## config.mk

```make
export PLATFORM = sky130hd
export DESIGN_NAME = wb_load_align_flat
export DESIGN_NICKNAME = d
export VERILOG_FILES = /design/src/rtl/wb_load_align_if.sv /design/src/rtl/wb_load_align.sv /design/src/flat_wrapper.sv
export SDC_FILE = /design/constraint.sdc
export NUM_CORES = 1
export LEC_CHECK = 0
export ABC_AREA = 1
export CORE_MARGIN = 4
export CORE_UTILIZATION = 40
export DETAILED_ROUTE_END_ITERATION = 16
export DONT_BUFFER_PORTS = 1
export PLACE_DENSITY_LB_ADDON = 0.25
export SLEW_MARGIN = 20
export SYNTH_ARGS = -nofsm -noshare
export SYNTH_HDL_FRONTEND = slang
export SYNTH_SLANG_ARGS = --single-unit
```

## constraint.sdc

```tcl
create_clock -name clk -period 1.9 [get_ports clk]
set_clock_uncertainty 0.05 [all_clocks]
set_input_delay 0.38 -clock clk [delete_from_list [all_inputs] [get_ports clk]]
set_output_delay 0.38 -clock clk [all_outputs]
set_load 0.01 [all_outputs]
```

## src/rtl/wb_load_align_if.sv

```systemverilog
// wb_load_align_if: MEM-to-WB capture, dcache response and register-file write bundle
// master: drives mem_*, flush, dresp_*; receives we/waddr/wdata/wdata_raw, wb_stallreq, mem_ready
// slave:  the writeback stage (wb_load_align)
// WB_TRACE_EN adds debug_wb_pc/rf_wen/rf_wnum/rf_wdata, driven by the slave
interface wb_load_align_if;
    logic        mem_valid;
    logic [31:0] mem_pc;
    logic [3:0]  mem_wen;
    logic [4:0]  mem_waddr;
    logic [31:0] mem_wdata;
    logic        mem_is_load;
    logic [2:0]  mem_load_type;
    logic [1:0]  mem_addr_lo;
    logic        mem_req_issued;
    logic        flush;
    logic        dresp_valid;
    logic [31:0] dresp_data;
    logic [3:0]  we;
    logic [4:0]  waddr;
    logic [31:0] wdata;
    logic [31:0] wdata_raw;
    logic        wb_stallreq;
    logic        mem_ready;
`ifdef WB_TRACE_EN
    logic [31:0] debug_wb_pc;
    logic [3:0]  debug_wb_rf_wen;
    logic [4:0]  debug_wb_rf_wnum;
    logic [31:0] debug_wb_rf_wdata;
`endif
    modport master (
        output mem_valid, mem_pc, mem_wen, mem_waddr, mem_wdata, mem_is_load, mem_load_type,
               mem_addr_lo, mem_req_issued, flush, dresp_valid, dresp_data,
        input  we, waddr, wdata, wdata_raw, wb_stallreq, mem_ready
`ifdef WB_TRACE_EN
        , input debug_wb_pc, debug_wb_rf_wen, debug_wb_rf_wnum, debug_wb_rf_wdata
`endif
    );
    modport slave (
        input  mem_valid, mem_pc, mem_wen, mem_waddr, mem_wdata, mem_is_load, mem_load_type,
               mem_addr_lo, mem_req_issued, flush, dresp_valid, dresp_data,
        output we, waddr, wdata, wdata_raw, wb_stallreq, mem_ready
`ifdef WB_TRACE_EN
        , output debug_wb_pc, debug_wb_rf_wen, debug_wb_rf_wnum, debug_wb_rf_wdata
`endif
    );
endinterface

```

## src/rtl/wb_load_align.sv

```systemverilog
// wb_load_align: writeback register that waits for load data, aligns/extends/lane-merges it and drives the RF write port
// clk, rst_n (async active-low); bus (wb_load_align_if.slave): MEM capture inputs, flush,
// dcache response, RF write outputs we/waddr/wdata/wdata_raw, wb_stallreq and mem_ready
// WB_TRACE_EN: adds debug_wb_* trace outputs and the PC register
module wb_load_align #(
    parameter int          DROP_W   = 2,
    parameter logic [31:0] RESET_PC = 32'hBFC0_0000
) (
    input logic clk,
    input logic rst_n,
    wb_load_align_if.slave bus
);
    typedef enum logic {IDLE, WAIT} state_t;
    state_t      state;
    logic        valid, is_load;
    logic [2:0]  ltype;
    logic [1:0]  a;
    logic [3:0]  wen;
    logic [4:0]  rd;
    logic [31:0] res;
    logic [DROP_W-1:0] drop;
    logic        usable, stall, wr, cap, inc, dec;
    logic [7:0]  b;
    logic [15:0] h;
    logic [3:0]  ld_we, we;
    logic [31:0] ld_data, wd;
    always_comb begin
        usable  = bus.dresp_valid && drop == '0;
        stall   = state == WAIT && !usable;
        wr      = state == WAIT ? usable : valid && !is_load;
        b       = bus.dresp_data[{a, 3'b000} +: 8];
        h       = a[1] ? bus.dresp_data[31:16] : bus.dresp_data[15:0];
        ld_we   = ltype == 3'd5 ? 4'hF << (2'd3 - a) : ltype == 3'd6 ? 4'hF >> a : 4'hF;
        ld_data = ltype == 3'd0 ? {{24{b[7]}}, b} :
                  ltype == 3'd1 ? {24'h0, b} :
                  ltype == 3'd2 ? {{16{h[15]}}, h} :
                  ltype == 3'd3 ? {16'h0, h} :
                  ltype == 3'd5 ? bus.dresp_data << {2'd3 - a, 3'b000} :
                  ltype == 3'd6 ? bus.dresp_data >> {a, 3'b000} : bus.dresp_data;
        we      = wr && rd != 5'd0 ? (is_load ? ld_we : wen) : 4'h0;
        // masking by lane enables zeroes disabled lanes and clears wdata when nothing is written
        wd      = (is_load ? ld_data : res) & {{8{we[3]}}, {8{we[2]}}, {8{we[1]}}, {8{we[0]}}};
        cap     = bus.mem_valid && !bus.flush;
        // a killed load whose request already left will still get a response that must be discarded
        inc     = bus.flush && bus.mem_valid && bus.mem_is_load && bus.mem_req_issued;
        dec     = bus.dresp_valid && drop != '0;
    end
    assign bus.we          = we;
    assign bus.waddr       = |we ? rd : 5'd0;
    assign bus.wdata       = wd;
    assign bus.wdata_raw   = wd;
    assign bus.wb_stallreq = stall;
    assign bus.mem_ready   = !stall;
    always_ff @(posedge clk or negedge rst_n) begin
        if (!rst_n) begin
            state   <= IDLE;
            valid   <= 1'b0;
            is_load <= 1'b0;
            ltype   <= 3'd0;
            a       <= 2'd0;
            wen     <= 4'h0;
            rd      <= 5'd0;
            res     <= 32'h0;
            drop    <= '0;
        end else begin
            if (inc && !dec && !(&drop))
                drop <= drop + 1'b1;
            else if (dec && !inc)
                drop <= drop - 1'b1;
            if (!stall) begin
                valid   <= cap;
                is_load <= bus.mem_is_load;
                ltype   <= bus.mem_load_type;
                a       <= bus.mem_addr_lo;
                wen     <= bus.mem_wen;
                rd      <= bus.mem_waddr;
                res     <= bus.mem_wdata;
                state   <= cap && bus.mem_is_load ? WAIT : IDLE;
            end
        end
    end
`ifdef WB_TRACE_EN
    logic [31:0] pc;
    always_ff @(posedge clk or negedge rst_n) begin
        if (!rst_n)
            pc <= RESET_PC;
        else if (!stall)
            pc <= bus.mem_pc;
    end
    assign bus.debug_wb_pc       = pc;
    assign bus.debug_wb_rf_wen   = we;
    assign bus.debug_wb_rf_wnum  = bus.waddr;
    assign bus.debug_wb_rf_wdata = wd;
`else
    logic unused_trace;
    assign unused_trace = ^{bus.mem_pc, RESET_PC};
`endif
endmodule

```

## src/flat_wrapper.sv

```systemverilog
// flat-port wrapper written by rule: the top's interface ports become plain ports
module wb_load_align_flat 
#(
    parameter int          DROP_W   = 2,
    parameter logic [31:0] RESET_PC = 32'hBFC0_0000
)
  (clk, rst_n, bus_mem_valid, bus_mem_pc, bus_mem_wen, bus_mem_waddr, bus_mem_wdata, bus_mem_is_load, bus_mem_load_type, bus_mem_addr_lo, bus_mem_req_issued, bus_flush, bus_dresp_valid, bus_dresp_data, bus_we, bus_waddr, bus_wdata, bus_wdata_raw, bus_wb_stallreq, bus_mem_ready);
  wb_load_align_if bus_i ();
  input logic clk;
  input logic rst_n;
  input wire logic [$bits(bus_i.mem_valid)-1:0] bus_mem_valid;
  input wire logic [$bits(bus_i.mem_pc)-1:0] bus_mem_pc;
  input wire logic [$bits(bus_i.mem_wen)-1:0] bus_mem_wen;
  input wire logic [$bits(bus_i.mem_waddr)-1:0] bus_mem_waddr;
  input wire logic [$bits(bus_i.mem_wdata)-1:0] bus_mem_wdata;
  input wire logic [$bits(bus_i.mem_is_load)-1:0] bus_mem_is_load;
  input wire logic [$bits(bus_i.mem_load_type)-1:0] bus_mem_load_type;
  input wire logic [$bits(bus_i.mem_addr_lo)-1:0] bus_mem_addr_lo;
  input wire logic [$bits(bus_i.mem_req_issued)-1:0] bus_mem_req_issued;
  input wire logic [$bits(bus_i.flush)-1:0] bus_flush;
  input wire logic [$bits(bus_i.dresp_valid)-1:0] bus_dresp_valid;
  input wire logic [$bits(bus_i.dresp_data)-1:0] bus_dresp_data;
  output wire logic [$bits(bus_i.we)-1:0] bus_we;
  output wire logic [$bits(bus_i.waddr)-1:0] bus_waddr;
  output wire logic [$bits(bus_i.wdata)-1:0] bus_wdata;
  output wire logic [$bits(bus_i.wdata_raw)-1:0] bus_wdata_raw;
  output wire logic [$bits(bus_i.wb_stallreq)-1:0] bus_wb_stallreq;
  output wire logic [$bits(bus_i.mem_ready)-1:0] bus_mem_ready;
  assign bus_i.mem_valid = bus_mem_valid;
  assign bus_i.mem_pc = bus_mem_pc;
  assign bus_i.mem_wen = bus_mem_wen;
  assign bus_i.mem_waddr = bus_mem_waddr;
  assign bus_i.mem_wdata = bus_mem_wdata;
  assign bus_i.mem_is_load = bus_mem_is_load;
  assign bus_i.mem_load_type = bus_mem_load_type;
  assign bus_i.mem_addr_lo = bus_mem_addr_lo;
  assign bus_i.mem_req_issued = bus_mem_req_issued;
  assign bus_i.flush = bus_flush;
  assign bus_i.dresp_valid = bus_dresp_valid;
  assign bus_i.dresp_data = bus_dresp_data;
  assign bus_we = bus_i.we;
  assign bus_waddr = bus_i.waddr;
  assign bus_wdata = bus_i.wdata;
  assign bus_wdata_raw = bus_i.wdata_raw;
  assign bus_wb_stallreq = bus_i.wb_stallreq;
  assign bus_mem_ready = bus_i.mem_ready;
  wb_load_align #(.DROP_W(DROP_W), .RESET_PC(RESET_PC)) u_core (.clk(clk), .rst_n(rst_n), .bus(bus_i));
endmodule
```

==> key figures <==
Run status
  • Outcome: complete, but fails checks
  • Failing checks: negative setup slack

Floorplan
  • Y dimension of the die: roughly 120 µm
  • Die Footprint: about 0.014 mm²
  • Number of top-level pins: approximately 190
  • Starting utilization of the core area: 0.4145
  • Std-Cell Core Area: about 0.012 mm²
  • Row cnt: 39
  • Horizontal die dimension: between 100 and 150 µm

Routing
  • Total via count after detailed routing: approximately 6000
  • Routed length on met1: approximately 8.1 mm
  • Wire length after detailed routing: approximately 21 mm
  • DR vias/cell: about 5.7
  • DRT iter0 DRCs: between 700 and 800
  • DRC violation count after routing: 0
  • Number of nets with antenna violations after detailed routing: 0
  • Length of routed met3 wiring: roughly 1.7 mm
  • Met2 wirelength from detailed routing: just over 10 mm
  • Wire length per cell: approximately 19 µm
  • Top layer used by detailed routing: met4
  • Number of detailed-route iterations in the first pass: 5

Timing
  • Slew headroom: 0.7919
  • Crit path setup slack, layout: -0.5709 ns
  • Total count of max-transition violations in the final report: 0
  • # setup viols final: 74
  • Maximum clock frequency: just over 400 MHz
  • Final worst path period share: 1.300
  • Time the final worst path needs with I/O delays and setup: ~2.5 ns
  • Setup repair after global routing missed its margin: true
  • Slew of the pin with the lowest slew margin: ~0.31 ns
  • Final Hold Violating Endpoints: 0

Critical path
  • CP arrival: ~2.0 ns
  • Top Family by Delay on Critical Path: buffers and inverters
  • Number of buffer and inverter stages on the critical path: 4
  • Worst stage delay on the critical path: 0.46 ns
  • Most repeated library cell on the critical path: sky130_fd_sc_hd__nand2_1
  • Type of the worst setup path: reg2out
  • Crit end category: output port
  • Kind of launch point of the worst setup path: register
  • Required time at the worst-slack endpoint: 1.47 ns
  • Series of cell instances along the critical path: buf_4 > nor2_4 > buf_12 > buf_12 > a21oi_4 > nand2_1 > nand2_1 > nand2_1 > nand2_2 > a21oi_2 > buf_6
  • Critical path's slowest cell: sky130_fd_sc_hd__dfrtp_2
  • Maximum fanout along the worst path: 7

Clock network
  • Maximum number of buffers from clock root to sink: 2
  • Number of buffers created by CTS: 5
  • TritonCTS clock tree: done
  • Clock slew seen by the registers of the worst setup and hold paths: roughly 0.07 ns
  • Maximum level of the CTS H-tree: 2
  • CTS sink count: slightly above 50
  • Master cell of the clock root buffer: sky130_fd_sc_hd__clkbuf_16
  • Insertion delay of the later-clocked pin in the worst-skew pair: around 0.30 ns

Finish
  • Commonest cells after routing, fill and taps aside: sky130_fd_sc_hd__nand2_1 (344), sky130_fd_sc_hd__buf_4 (102), sky130_fd_sc_hd__dfrtp_1 (48), sky130_fd_sc_hd__nand2_2 (45), sky130_fd_sc_hd__o21ai_0 (42)
  • Fraction of layout cells with a size suffix above 1: 0.3800
  • Footprint of the flip-flops and latches: roughly 0.0013 mm²
  • Number of nets in the layout: 1045
  • Area taken by multi-input logic gates: between 0.003 and 0.004 mm²
  • Antenna diodes: 0
  • Commonest non-fill, non-tap cell in the layout: sky130_fd_sc_hd__nand2_1
  • Fillers: 1003
  • Growth of design area from synthesis to finish: 51.73%

Job
  • Max-cap violations: 0

Synth
  • Post-synthesis cell count: 833
  • Number of flip-flops and latches in the synthesized netlist: 51
  • Top area cells in the synthesized netlist: sky130_fd_sc_hd__nand2_1 (31%), sky130_fd_sc_hd__dfrtp_1 (27%), sky130_fd_sc_hd__o21ai_0 (7.4%)
  • Number of different library cells in the post-synthesis netlist: 28
  • Mean post-synth cell area: a little under 6 µm²
  • Number of enable-type register cells in the synthesized netlist: 0
  • Largest area contributor in the synthesized netlist: sky130_fd_sc_hd__nand2_1
  • Most frequently used flop master after synthesis: sky130_fd_sc_hd__dfrtp_1
  • Area fraction of the dominant cell type after synthesis: 0.3065
  • Fraction of synthesis flops using an asynchronous set or reset pin: 1.000
  • Post-Syn Area: about 0.0048 mm²
  • Nets in the synthesized netlist: 950
  • Sequential share of the synthesized area: 0.2651
  • Syn. warnings: 0

GRT
  • Aggregate global routing overflow: 0
  • Initial antenna violation count: 0
  • First-pass GRT wire length: 28.62 mm
  • Overall Global Routing Usage: 0.2516
  • Vias in the first global route: 5726
  • Pin count of the biggest net entering global routing: 52

Power and ir drop
  • Overall power of the completed layout: roughly 5 mW
  • Clock network fraction of total power: 0.217
  • Reported leakage power: 3.691 nW
  • Areal power density over the cells: 685.2 mW/mm²
  • Sw Ratio: 0.4103
  • Reg power frac: 0.254
  • Switching pwr: about 2 mW
  • Peak supply drop: 0.5592 mV
  • Gate power share: 0.529
  • Internal: slightly below 3 mW

Placement
  • Placed wire-length estimate: 12.88 mm
  • Setup slack at placement: -0.2163 ns
  • Port Buf Inserts: 0
  • Final estimated routing congestion in global placement: between 0.9 and 1

Worst hold path
  • Worst hold path class: in2reg
[synthesized netlist by cell type (2+ instances only)]
cell / count
sky130_fd_sc_hd__nand2_1: 393
sky130_fd_sc_hd__o21ai_0: 71
sky130_fd_sc_hd__a21oi_1: 68
sky130_fd_sc_hd__nand3_1: 65
sky130_fd_sc_hd__dfrtp_1: 51
sky130_fd_sc_hd__buf_4: 40
sky130_fd_sc_hd__inv_1: 39
sky130_fd_sc_hd__buf_2: 24
sky130_fd_sc_hd__nor2_1: 22
sky130_fd_sc_hd__clkbuf_1: 10
sky130_fd_sc_hd__inv_2: 8
sky130_fd_sc_hd__o21ai_1: 6
sky130_fd_sc_hd__nor2_2: 5
sky130_fd_sc_hd__buf_1: 4
sky130_fd_sc_hd__nand2_2: 4
sky130_fd_sc_hd__nand4_1: 4
sky130_fd_sc_hd__o211ai_1: 4
sky130_fd_sc_hd__buf_6: 3
sky130_fd_sc_hd__a31oi_1: 2
sky130_fd_sc_hd__nand3_4: 2
[timing repair]
item                                   in CTS  in global routing
setup buffers                               7                 24
gates cloned                                3                  9
endpoints found under the hold margin      51                  0
setup endpoints to repair                  74                 74
hold buffers                                2                  0
resized for setup                          75                129
pin swaps                                  27                 35
[cell families after synthesis]
group / count (synthesis) / share of synthesized area
AOI/OAI and AO/OA: 155 / 0.1674
DFF: 51 / 0.2651
and+or+nand+nor: 499 / 0.4255
buffers and inverters: 128 / 0.1419
[power by group through the flow]
stage / clock network (mW) / registers (mW) / logic, mW
2_1_floorplan: 0 / 1.26 / 1.41
3_3_place_gp: 0 / 1.28 / 1.92
3_5_place_dp: 0 / 1.28 / 1.95
4_1_cts: 1.08 / 1.26 / 2.18
5_1_grt: 1.12 / 1.28 / 2.84
6_report: 1.09 / 1.27 / 2.65
[flip-flops by register name, indices dropped and copies added, names as in the netlist]
register and cells:
u_core.state 1, u_core.a 2, u_core.wen 4, u_core.drop 2
u_core.rd 5, u_core.valid 1, u_core.is_load 1, u_core.ltype 3
u_core.res 32
[final cells by class]
class	count	area share
Inverter	47	0.03341
Timing Repair Buffer	168	0.2476
Sequential cell	51	0.1753
Multi-Input combinational cell	655	0.4955
Clock inverter	2	0.004797
Clock buffer	6	0.01902
Tap cell	143	0.02450
[through the flow]
| stage | hold slack [ns] | area [µm²] | util | setup TNS, ns | std cells |
|---|---|---|---|---|---|
| 6_report | 0.1423 | 7303 | 0.6289 | -32.68 | 1072 |
| 5_1_grt | 0.1422 | 7303 | 0.6289 | -38.46 | 1072 |
| 3_3_place_gp | 0.03580 | 5823 | 0.5014 | -10.10 | 1021 |
| 2_1_floorplan | 0.03441 | 5197 | - | -1.148 | 833 |
| 3_5_place_dp | 0.03607 | 5823 | 0.5014 | -11.70 | 1021 |
| 4_1_cts | 0.1437 | 6451 | 0.5555 | -30.49 | 1041 |
[routing by layer]
layer | global-route usage | vias to the layer above
met5 | 0 | -
met4 | 0.1077 | 0
met3 | 0.04325 | 60
met2 | 0.4218 | 330
met1 | 0.3189 | 2904
li1 | - | 2833
[path summary, 6_finish.rpt]
check,end,slack (ns),cells past startpoint,start
max,bus_wdata[7],-0.57,11,u_core.ltype[2]
min,u_core.res[17],0.14,2,bus_mem_wdata[17]
max reg2reg,u_core.res[21],0.18,10,u_core.drop[0]
min reg2reg,u_core.res[1],0.43,2,u_core.res[1]
max in group asynchronous,u_core.ltype[2],1.01,2,rst_n
min in group asynchronous,u_core.res[9],0.54,2,rst_n
Note: power is estimated with default switching activity, not from simulation.
